[src/rtl/store_pkg.sv]
// Shared definitions for the store path: size encodings, unit FSM states
// and common byte-enable patterns. Imported by store_lane_mux and
// store_narrow_unit.
package store_pkg;

  // Store size encodings as presented on req_size
  localparam logic [1:0] SZ_BYTE = 2'b00;
  localparam logic [1:0] SZ_HALF = 2'b01;
  localparam logic [1:0] SZ_WORD = 2'b10;
  localparam logic [1:0] SZ_ILL  = 2'b11;

  typedef enum logic [1:0] {
    IDLE  = 2'b00,
    ISSUE = 2'b01,
    ERR   = 2'b10
  } state_t;

  localparam logic [3:0] BE_NONE = 4'b0000;
  localparam logic [3:0] BE_ALL  = 4'b1111;

endpackage

[src/rtl/store_lane_mux.sv]
// store_lane_mux: combinational narrowing of a register value onto the
// byte lanes of a 32-bit little-endian data memory.
//
// Ports:
//   addr    in   2  low address bits selecting the byte lane
//   size    in   2  store size (SZ_BYTE/SZ_HALF/SZ_WORD/SZ_ILL)
//   data    in  32  register value to store
//   wdata   out 32  lane-replicated write data
//   be      out  4  byte enables (bit i covers bits [8i+7:8i])
//   illegal out  1  misaligned address or illegal size
//
// Also used by the store-buffer path, so it carries no state.
module store_lane_mux
  import store_pkg::*;
(
  input  logic [1:0]  addr,
  input  logic [1:0]  size,
  input  logic [31:0] data,
  output logic [31:0] wdata,
  output logic [3:0]  be,
  output logic        illegal
);

  always_comb begin
    wdata   = data;
    be      = BE_NONE;
    illegal = 1'b0;
    case (size)
      SZ_BYTE: begin
        wdata = {4{data[7:0]}};
        be    = 4'b0001 << addr;
      end
      SZ_HALF: begin
        wdata   = {2{data[15:0]}};
        be      = addr[1] ? 4'b1100 : 4'b0011;
        illegal = addr[0];
      end
      SZ_WORD: begin
        wdata   = data;
        be      = BE_ALL;
        illegal = (addr != 2'b00);
      end
      default: begin
        illegal = 1'b1;
      end
    endcase
    // Never advertise lanes for a store that will not be issued
    if (illegal) be = BE_NONE;
  end

endmodule

[src/rtl/store_narrow_unit.sv]
// store_narrow_unit: MEM-stage store path. Accepts a store request, narrows
// the register value to the addressed byte lanes, and runs a req/ack
// handshake with data memory. Misaligned or illegal-size stores are flagged
// with a one-cycle misalign pulse and never reach memory.
//
// Optional feature macro: STORE_TIMEOUT_EN
//   When defined, an ISSUE that sees no mem_ack for TIMEOUT cycles is
//   abandoned: mem_req drops, the unit returns to IDLE and misalign pulses
//   as a bus-error flag. When undefined, ISSUE waits indefinitely.
//
// Ports:
//   clk        in   1  system clock, rising edge
//   reset_n    in   1  asynchronous active-low reset
//   req_valid  in   1  store request from pipeline
//   req_ready  out  1  unit idle, can accept a request
//   req_addr   in  32  byte address of store
//   req_data   in  32  register value to store
//   req_size   in   2  00 byte, 01 half, 10 word, 11 illegal
//   mem_req    out  1  write request to data memory
//   mem_addr   out 32  word-aligned store address
//   mem_wdata  out 32  lane-replicated write data
//   mem_be     out  4  byte enables
//   mem_ack    in   1  memory accepted the write
//   done       out  1  one-cycle pulse: store completed
//   misalign   out  1  one-cycle pulse: store rejected (or timed out)
//   stall      out  1  pipeline hold while the unit is busy
module store_narrow_unit #(
  parameter int TIMEOUT = 16
) (
  input  logic        clk,
  input  logic        reset_n,
  input  logic        req_valid,
  output logic        req_ready,
  input  logic [31:0] req_addr,
  input  logic [31:0] req_data,
  input  logic [1:0]  req_size,
  output logic        mem_req,
  output logic [31:0] mem_addr,
  output logic [31:0] mem_wdata,
  output logic [3:0]  mem_be,
  input  logic        mem_ack,
  output logic        done,
  output logic        misalign,
  output logic        stall
);

  import store_pkg::*;

  state_t      state_q, state_d;
  logic [31:0] lane_wdata;
  logic [3:0]  lane_be;
  logic        lane_illegal;

  logic        mem_req_d;
  logic [31:0] mem_addr_d;
  logic [31:0] mem_wdata_d;
  logic [3:0]  mem_be_d;
  logic        done_d;
  logic        misalign_d;
  logic        ack_seen;

  store_lane_mux u_lane_mux (
    .addr    (req_addr[1:0]),
    .size    (req_size),
    .data    (req_data),
    .wdata   (lane_wdata),
    .be      (lane_be),
    .illegal (lane_illegal)
  );

  assign req_ready = (state_q == IDLE);
  assign stall     = (state_q != IDLE);
  // mem_ack only counts while a request is actually outstanding
  assign ack_seen  = mem_req && mem_ack;

`ifdef STORE_TIMEOUT_EN
  localparam int CNT_W = $clog2(TIMEOUT + 1);
  logic [CNT_W-1:0] tmo_cnt;
  logic             tmo_hit;

  // Held at zero outside ISSUE, so it is already clear on entry
  always_ff @(posedge clk or negedge reset_n) begin
    if (!reset_n) begin
      tmo_cnt <= '0;
    end else if (state_q != ISSUE) begin
      tmo_cnt <= '0;
    end else if (!ack_seen) begin
      tmo_cnt <= tmo_cnt + 1'b1;
    end
  end

  // Fires on the TIMEOUT-th ISSUE cycle without ack
  assign tmo_hit = (tmo_cnt == CNT_W'(TIMEOUT - 1));
`endif

  always_comb begin
    state_d     = state_q;
    mem_req_d   = mem_req;
    mem_addr_d  = mem_addr;
    mem_wdata_d = mem_wdata;
    mem_be_d    = mem_be;
    done_d      = 1'b0;
    misalign_d  = 1'b0;
    case (state_q)
      IDLE: begin
        if (req_valid) begin
          if (lane_illegal) begin
            state_d    = ERR;
            misalign_d = 1'b1;
          end else begin
            state_d     = ISSUE;
            mem_req_d   = 1'b1;
            mem_addr_d  = {req_addr[31:2], 2'b00};
            mem_wdata_d = lane_wdata;
            mem_be_d    = lane_be;
          end
        end
      end
      ISSUE: begin
        // An ack coinciding with the timeout still completes the store
        if (ack_seen) begin
          state_d   = IDLE;
          mem_req_d = 1'b0;
          mem_be_d  = BE_NONE;
          done_d    = 1'b1;
        end
`ifdef STORE_TIMEOUT_EN
        else if (tmo_hit) begin
          state_d    = IDLE;
          mem_req_d  = 1'b0;
          mem_be_d   = BE_NONE;
          misalign_d = 1'b1;
        end
`endif
      end
      ERR: begin
        state_d = IDLE;
      end
      default: begin
        state_d   = IDLE;
        mem_req_d = 1'b0;
        mem_be_d  = BE_NONE;
      end
    endcase
  end

  always_ff @(posedge clk or negedge reset_n) begin
    if (!reset_n) begin
      state_q <= IDLE;
    end else begin
      state_q <= state_d;
    end
  end

  // Memory-side outputs are registered so they stay stable until ack
  always_ff @(posedge clk or negedge reset_n) begin
    if (!reset_n) begin
      mem_req   <= 1'b0;
      mem_addr  <= '0;
      mem_wdata <= '0;
      mem_be    <= BE_NONE;
      done      <= 1'b0;
      misalign  <= 1'b0;
    end else begin
      mem_req   <= mem_req_d;
      mem_addr  <= mem_addr_d;
      mem_wdata <= mem_wdata_d;
      mem_be    <= mem_be_d;
      done      <= done_d;
      misalign  <= misalign_d;
    end
  end

endmodule

[config.mk]
export PLATFORM = sky130hd
export DESIGN_NAME = store_narrow_unit
export DESIGN_NICKNAME = d
export VERILOG_FILES = /design/src/rtl/store_pkg.sv /design/src/rtl/store_lane_mux.sv /design/src/rtl/store_narrow_unit.sv
export SDC_FILE = /design/constraint.sdc
export NUM_CORES = 1
export LEC_CHECK = 0
export CORE_MARGIN = 4
export CORE_UTILIZATION = 44
export CTS_CLUSTER_SIZE = 20
export DETAILED_ROUTE_END_ITERATION = 10
export GPL_ROUTABILITY_DRIVEN = 0
export PLACE_DENSITY = 0.82
export SETUP_SLACK_MARGIN = 0.5
export SYNTH_ARGS = -nofsm -noshare
export SYNTH_HDL_FRONTEND = slang
export SYNTH_SLANG_ARGS = --single-unit
[constraint.sdc]
create_clock -name clk -period 4.8 [get_ports clk]
set_input_delay 0.48 -clock clk [delete_from_list [all_inputs] [get_ports clk]]
set_output_delay 0.48 -clock clk [all_outputs]
set_load 0.02 [all_outputs]
* Yosys cells after proc, flatten, opt, wreduce, memory -nomap -nowiden
Index checks and enable logic that the tools add are counted.
Storage, ports and cells: flip-flop bits (word level) 71, latch bits 0, memory bits (writable) 0, ROM bits 0, bits of input ports 70, memories 0
Operators by class: add/subtract/negate cells 0, $mul 0, divide/modulo/power cells 0, $lt $le $gt $ge 0, eq/ne operators 7, shift operators 1, mux-type cells 21, bitwise operators 2, reductions and logical operators 8
Operators with widths (number):
- 32-bit case mux with 2 select lines | 1
- 4-bit case mux with 3 select lines | 2
- 4-bit 2-to-1 mux | 4
- 1-bit 2-to-1 mux | 8
- 2-bit 2-to-1 mux | 3
- 2-bit inequality test (second input constant) | 3
- 1-bit case mux with 3 select lines | 2
- 2-bit by 1-bit == test with 1-bit output (second input constant) | 2
- 2-bit == test (second input constant) | 2
- 2-bit zero test | 2
- 2-bit case mux with 2 select lines | 1
- 4-bit AND reduction | 1
- 2-bit nonzero test | 2
- 1-bit by 2-bit left shift with 4-bit output (first input constant) | 1
- 3-bit AND reduction | 1
- 1-bit NOT | 2
- 2-bit AND reduction | 1
- 1-bit logical AND | 1

* Depth between registers and ports, before layout
Gate-level depths: netlist (run 1).
word-level depth 5, mapped depth 6, depth with buffers taken out 4

* Cells and area by module
Synthesis (run 1) repeated with hierarchy kept, for this count alone.
Unflattened totals: cells, all modules 225, area, all modules 3175.5 um^2
By module, submodules not included:
- store_narrow_unit | times used 1, cells each 160, area an instance 2657.5 um^2
- store_lane_mux | times used 1, cells each 65, area an instance 518.0 um^2

* Worst setup path before layout (run 1)
Ideal clock, no wire load.
path kind flip-flop to flip-flop, start register state_q[1], end register mem_wdata[2], data arrival time 1.693 ns, data required time 4.672 ns, setup slack 2.980 ns, cell stages (with the launch flop) 6, buffers on the path 2, period minus slack after synthesis 1.820 ns, cells stage by stage dfrtp_1 > nor2_1 > o311ai_4 > buf_6 > buf_6 > mux2_1
On the way: word-level cells in the longest chain between the ends 2
RTL lines:
- from (decl) | RTL line store_narrow_unit.sv:49 | state_t state_q, state_d;
- from (signal assigned) | RTL line store_narrow_unit.sv:151 | state_q <= state_d;
- 2-bit zero test
- named net req_ready | RTL line store_narrow_unit.sv:33 | output logic req_ready,
- 3-bit AND reduction (no line)
- to (signal assigned) | RTL line store_narrow_unit.sv:167 | mem_wdata <= mem_wdata_d;
- to (decl) | RTL line store_narrow_unit.sv:39 | output logic [31:0] mem_wdata,
The timed path passes the listed nets, and every way through them passes these cells. A chain may end at the register's enable or synchronous reset.

* Worst setup path in the final report (run 1)
start input req_size[0], end register mem_wdata[5]
On the way: word-level cells in the longest chain between the ends 4
RTL lines:
- from (decl) | RTL line store_narrow_unit.sv:36 | input logic [1:0] req_size,
- 2-bit == test (tied with other cells) | RTL line store_lane_mux.sv:28 | case (size)
- 1-bit case mux with 3 select lines * | RTL line store_lane_mux.sv:28
- 1-bit NOT (no line) *
- 3-bit AND reduction (no line) *
Every way passes the cells marked *; elsewhere a longest branch is shown, timed or not.

==> out/results.ini, run 1 <==
[logic_synthesis]
synth_area_leaders = dfrtp_1, mux2_2, mux2i_1
async_flop_share_pct = 100
syn_area_sq_mm = 0.00304
synth_edf_count = 0
synth_simple_gate_area_share_pct = 7.20
synth_area_leader_cell = dfrtp_1
ys_types = 24
synth_top_area_share_pct = 58.4
synth-adder-area-share_pct = 0
synth_compound_area_share_pct = 8.60
yosysMostFrequentCell = dfrtp_1
synthMuxAreaShare_pct = 22.0
synth_top_family_by_area = multiplexers
yosysWarnings = 0
synth_cells = 252
ys_ff_latch = 71
yosys-top-cells-count = dfrtp_1, mux2_2, o21ai_0, nand2_1, mux2i_1
avgSynthCellArea_sq_um = 12.1
synth.yosys.seq_area_share_pct = 58.4
synth_xor_area_share_pct = 0
synth-main-ff-cell = dfrtp_1

[clocking]
htreeDepth = 3
clock_sinks = 71
cts_made_buffers = 9
cts_hold_buffers = 0
clk_pin_slew_ns = 0.07
ctsResizeCount = 0
post-cts-setup-buffers = 0
root_buffer = clkbuf_8
cts_tree = done
insertion_delay_ns = 0.33
clock_path_buffers = 2

[global_routing]
grt_util_met1_pct = 20.9
track_usage_pct = 18.2
grt_pass1_vias = 2446
grt-busiest-layer = met2
grt_pass1_wl_mm = 12.1
antenna_found_initial = 0
overflow = 0
met3_usage_pct = 5.30
met2_usage_pct = 32.2
grt_max_degree = 72

[power_and_ir_drop]
cellPowerDensity_mw_per_mm2 = 271
p_leak_uw = 0.00215
ir_drop_v = 0.000175

[worst_setup_path]
slowest_stage = clkdlybuf4s50_1
criticalPathCategory = in2reg
required_ns = 5.02
critPathBufInv = 2
critPathArrivalTime_ns = 2.90
cp_max_fo = 56
cp-start-kind = input port
max_stage_delay_ns = 0.94
cp-end-kind = flop
path_cells = clkdlybuf4s50_1, nor2_1, o311ai_4, buf_4, mux2_2
cp_top_family = buffers and inverters

[final_layout]
syn_to_final_growth_pct = 55.0
drive_gt1_share_pct = 14.7
antenna_cells = 0
nets = 461

[route]
wirelength_mm = 7.31
vias = 2398
antenna_left = 0
viasPerCell = 5.05
wl_per_cell_um = 15.4
route.detailed.drc = 0
first_iter_violations = 107
dr.pass1.iters = 4

[hold_path]
hold_class = in2async

[placed_design]
hpwl_mm = 5.36
io_buffers = 140

[floorplan]
row_count = 30
initial_utilization_pct = 45.0
core_area_sq_mm = 0.00676
fp.dieH_um = 91.1
dieArea_sq_mm = 0.00830
ios = 143
die-width_um = 91.1

[sta]
slew_violations = 0
finalHoldViolCount = 0
tightest_slew_ns = 0.873
skew_ns = 0.0119
finalSetupViolCount = 0
tns_ns = 0
rsz0062_at_grt = false
hold_slack_ns = 0.276
slew-limit-headroom_pct = 41.8
max_freq_mhz = 372
layout_min_cycle_time_ns = 2.69
period_share_pct = 56.0

[status]
status = completed

[run]
cap_violations = 0

## per-layer routing
layer / up-vias / routed length, um
met1: 1148 / 2860
met2: 86 / 3810
met4: 0 / 144
met3: 13 / 496
li1: 1151 / -
met5: - / 0
## worst reg2reg max path, cell delays in order, from the launching register on
cell      delay [ns]
dfrtp_1         0.41
nor2_1          0.35
o311ai_4        0.17
buf_4           0.34
mux2_2          0.37
## state kept, by name, indices dropped and copies added (netlist names)
register and flops:
mem_wdata 32, misalign 1, mem_be 4, done 1
mem_req 1, mem_addr 30, state_q 2
## layout by cell type, fill, tap and decap left out
master and instances:
inv_1 2, mux2i_1 24, nand3_1 4, clkdlybuf4s50_1 139, nor4_1 2, o21ai_0 35, a21boi_0 1, a21oi_1 9
and2_1 1, dfrtp_1 71, mux2_1 2, bufinv_16 3, nor2_1 14, clkinv_4 1, buf_4 5, nand2b_1 1
a211oi_1 1, mux2_2 36, nor2b_1 1, clkbuf_8 10, nor3_2 1, nand2_1 28, conb_1 2, o311ai_4 1
clkinvlp_4 1
## cell type report
type                    instances  area (sq um)
fillers                       504          2040
well taps                      80           100
clock inverters                 5           106
repair buffers                144          1430
clock buffers                  10           138
multi-input cells             163          1160
inverters                       2          7.51
flip-flops and latches         71          1780
## cells by family after synthesis
| family | after synthesis |
|---|---|
| AO/OA/AOI/OAI | 47 |
| flip-flops | 71 |
| AND/OR/NAND/NOR | 52 |
| multiplexers | 62 |
| other | 1 |
| buffers and inverters | 19 |
## path summary, 6_finish.rpt
check / from / cells after the start / slack, ns / end
min in group clk: mem_wdata[25] / 2 / 0.48 / mem_wdata[25]
worst min register to register: mem_wdata[25] / 2 / 0.48 / mem_wdata[25]
worst min-delay path: reset_n / 1 / 0.28 / mem_wdata[2]
max in group asynchronous: reset_n / 1 / 3.97 / mem_wdata[29]
worst max-delay path: req_size[0] / 5 / 2.11 / mem_wdata[5]
worst max register to register: state_q[1] / 4 / 3.06 / mem_wdata[5]
## power by group
group	internal, uW	switching (uW)
Combinational	63.1	43.2
Clock	357	217
Sequential	598	0
Total	1020	260
## stage by stage
stage               setup slack, ns  util [%]  std cells  instance area [sq um]  power (uW)
finish                         2.11      69.8        475                   4710        1280
global route                   1.99      69.8        475                   4710        1330
CTS                            2.11      69.8        475                   4710        1290
detailed placement             1.77      66.1        460                   4470         717
global placement               1.81      66.1        460                   4470         715
floorplan                      2.98         -        253                   3040         639
No activity file was read; power rests on OpenSTA's default activity.
==> inputs of run 2 (changes only) <==
CORE_UTILIZATION = 37   (was 44)
PLACE_DENSITY = 0.73   (was 0.82)
clock period = 2.3 ns   (was 4.8 ns; I/O delays follow)
==> out/results.ini, run 2 (synthesis gave the netlist of run 1 again) <==
[clocking]
cts_hold_buffers = 0
insertion_delay_ns = 0.33
cts_made_buffers = 9
cts_tree = done
clock_path_buffers = 2
root_buffer = clkbuf_8
htreeDepth = 3
clk_pin_slew_ns = 0.07
clock_sinks = 71

[final_layout]
largest_reg_flops = 32
regMostFlops = mem_wdata
drive_gt1_share_pct = 15.1
antenna_cells = 0
nets = 465
final_cell_mix = clkdlybuf4s50_1, dfrtp_1, mux2_2
syn_to_final_growth_pct = 57.3
top_regs = mem_wdata (32), mem_addr (30), mem_be (4)
postLayoutCellArea_sq_mm = 0.00478
layout_commonest_cell = clkdlybuf4s50_1
utilization_pct = 60.9

[route]
wirelength_mm = 7.99
wl_per_cell_um = 16.0
first_iter_violations = 58
viasPerCell = 4.80
vias = 2399
antenna_left = 0
route.detailed.drc = 0
dr.pass1.iters = 4

[global_routing]
grt_pass1_vias = 2442
grt_pass1_wl_mm = 12.3
track_usage_pct = 15.8
overflow = 0
grt_max_degree = 72
antenna_found_initial = 0

[worst_setup_path]
critPathLaunch = req_addr[1]
path_cells = clkdlybuf4s50_1, nor3_2, o311ai_4, buf_12, clkbuf_16, mux2_2
required_ns = 2.51
slowest_stage = clkdlybuf4s50_1
cp_max_fo = 21
cp-start-kind = input port
critPathArrivalTime_ns = 1.97
critPathBufInv = 3
cp_top_family = buffers and inverters
criticalPathCategory = in2reg
reg2reg_from = state_q[1]
max_stage_delay_ns = 0.59
cp-end-kind = flop

[floorplan]
fp.dieH_um = 98.7
ios = 143
dieArea_sq_mm = 0.00973
row_count = 32
die-width_um = 98.7
core_area_sq_mm = 0.00785
initial_utilization_pct = 38.7

[power_and_ir_drop]
p_sw_uw = 501
cellPowerDensity_mw_per_mm2 = 485
p_leak_uw = 0.00219
pwr-share-clk_pct = 36.6
intPower_uw = 1820
power_uw = 2320
ir_drop_v = 0.000238
combPwrFrac_pct = 9.6
p_seq_share_pct = 53.8
switching_share_pct = 21.6

[sta]
tightest_slew_ns = 0.890
finalHoldViolCount = 0
tns_ns = 0
max_freq_mhz = 569
timing.final.ws_setup_ns = 0.541
skew_ns = 0.00839
finalSetupViolCount = 0
layout_min_cycle_time_ns = 1.76
slew_violations = 0
rsz0062_at_grt = false
slew-limit-headroom_pct = 40.7
period_share_pct = 76.5

[placed_design]
pre_cts_ws_ns = 0.163
io_buffers = 140
hpwl_mm = 5.57
post_dp_cell_area_sq_mm = 0.00453

[hold_path]
hold_class = in2async

[run]
cap_violations = 0

[status]
status = completed

[run 2: cell types whose count changed in the layout (fill, tap and decap cells not counted), sizes merged]
cell / delta
clkbuf: +5
bufinv: -3
clkdlybuf4s50: -3
buf: +2
dlymetal6s2s: +2
clkinvlp: -1
dlygate4sd2: +1
[run 2: worst paths after layout]
path | to | slack (ns) | depth (start not counted)
setup / recovery | mem_addr[19] | 0.54 | 6
hold / removal | mem_wdata[11] | 0.004 | 1
setup reg to reg | mem_wdata[2] | 0.79 | 5
hold reg to reg | mem_wdata[20] | 0.48 | 2
max in group asynchronous | mem_addr[14] | 1.69 | 1
min in group clk | mem_be[0] | 0.44 | 4
[run 2: metal layers]
| metal | global-route usage (%) | vias up | wire length, um |
|---|---|---|---|
| li1 | - | 1149 | - |
| met1 | 19.2 | 1144 | 3250 |
| met2 | 26.2 | 97 | 4010 |
| met3 | 4.74 | 9 | 621 |
| met4 | 6.30 | 0 | 102 |
| met5 | 0 | - | 0 |
[run 2: power groups by stage]
| stage | logic [uW] | clock network [uW] | registers (uW) |
|---|---|---|---|
| after floorplan | 61.8 | 0 | 1270 |
| after global routing | 246 | 924 | 1250 |
| final | 223 | 849 | 1250 |
| after CTS | 227 | 878 | 1250 |
| after global placement | 223 | 0 | 1270 |
| after detailed placement | 226 | 0 | 1270 |
[run 2: worst register-to-register path: cells and delay by family (launching register included)]
family	cells	cell delay [ns]
buffers and inverters	2	0.33
muxes	1	0.32
AOI/OAI and AO/OA	1	0.13
and+or+nand+nor	1	0.19
DFF	1	0.43
[run 2: final cells by class]
type	instances	area (sq um)
Sequential cell	71	1780
Tap cell	102	128
Timing Repair Buffer	148	1540
Clock buffer	13	159
Clock inverter	1	5.00
Inverter	2	7.51
Multi-Input combinational cell	163	1160
Fill cell	671	3070
[run 2: metrics by stage]
step / instances / hold WS, ns
global placement: 483 / 0.417
finish: 500 / 0.00398
CTS: 497 / 0.0471
floorplan: 253 / -0.0656
global route: 500 / 0.101
detailed placement: 483 / 0.409
[run 2: repair_timing]
item                                   4_1_cts  5_1_grt
pin swaps                                    0        1
resized for setup                            2        3
setup buffers                                0        1
gates cloned                                 0        2
setup endpoints to repair                    2       39
endpoints found under the hold margin        0        0
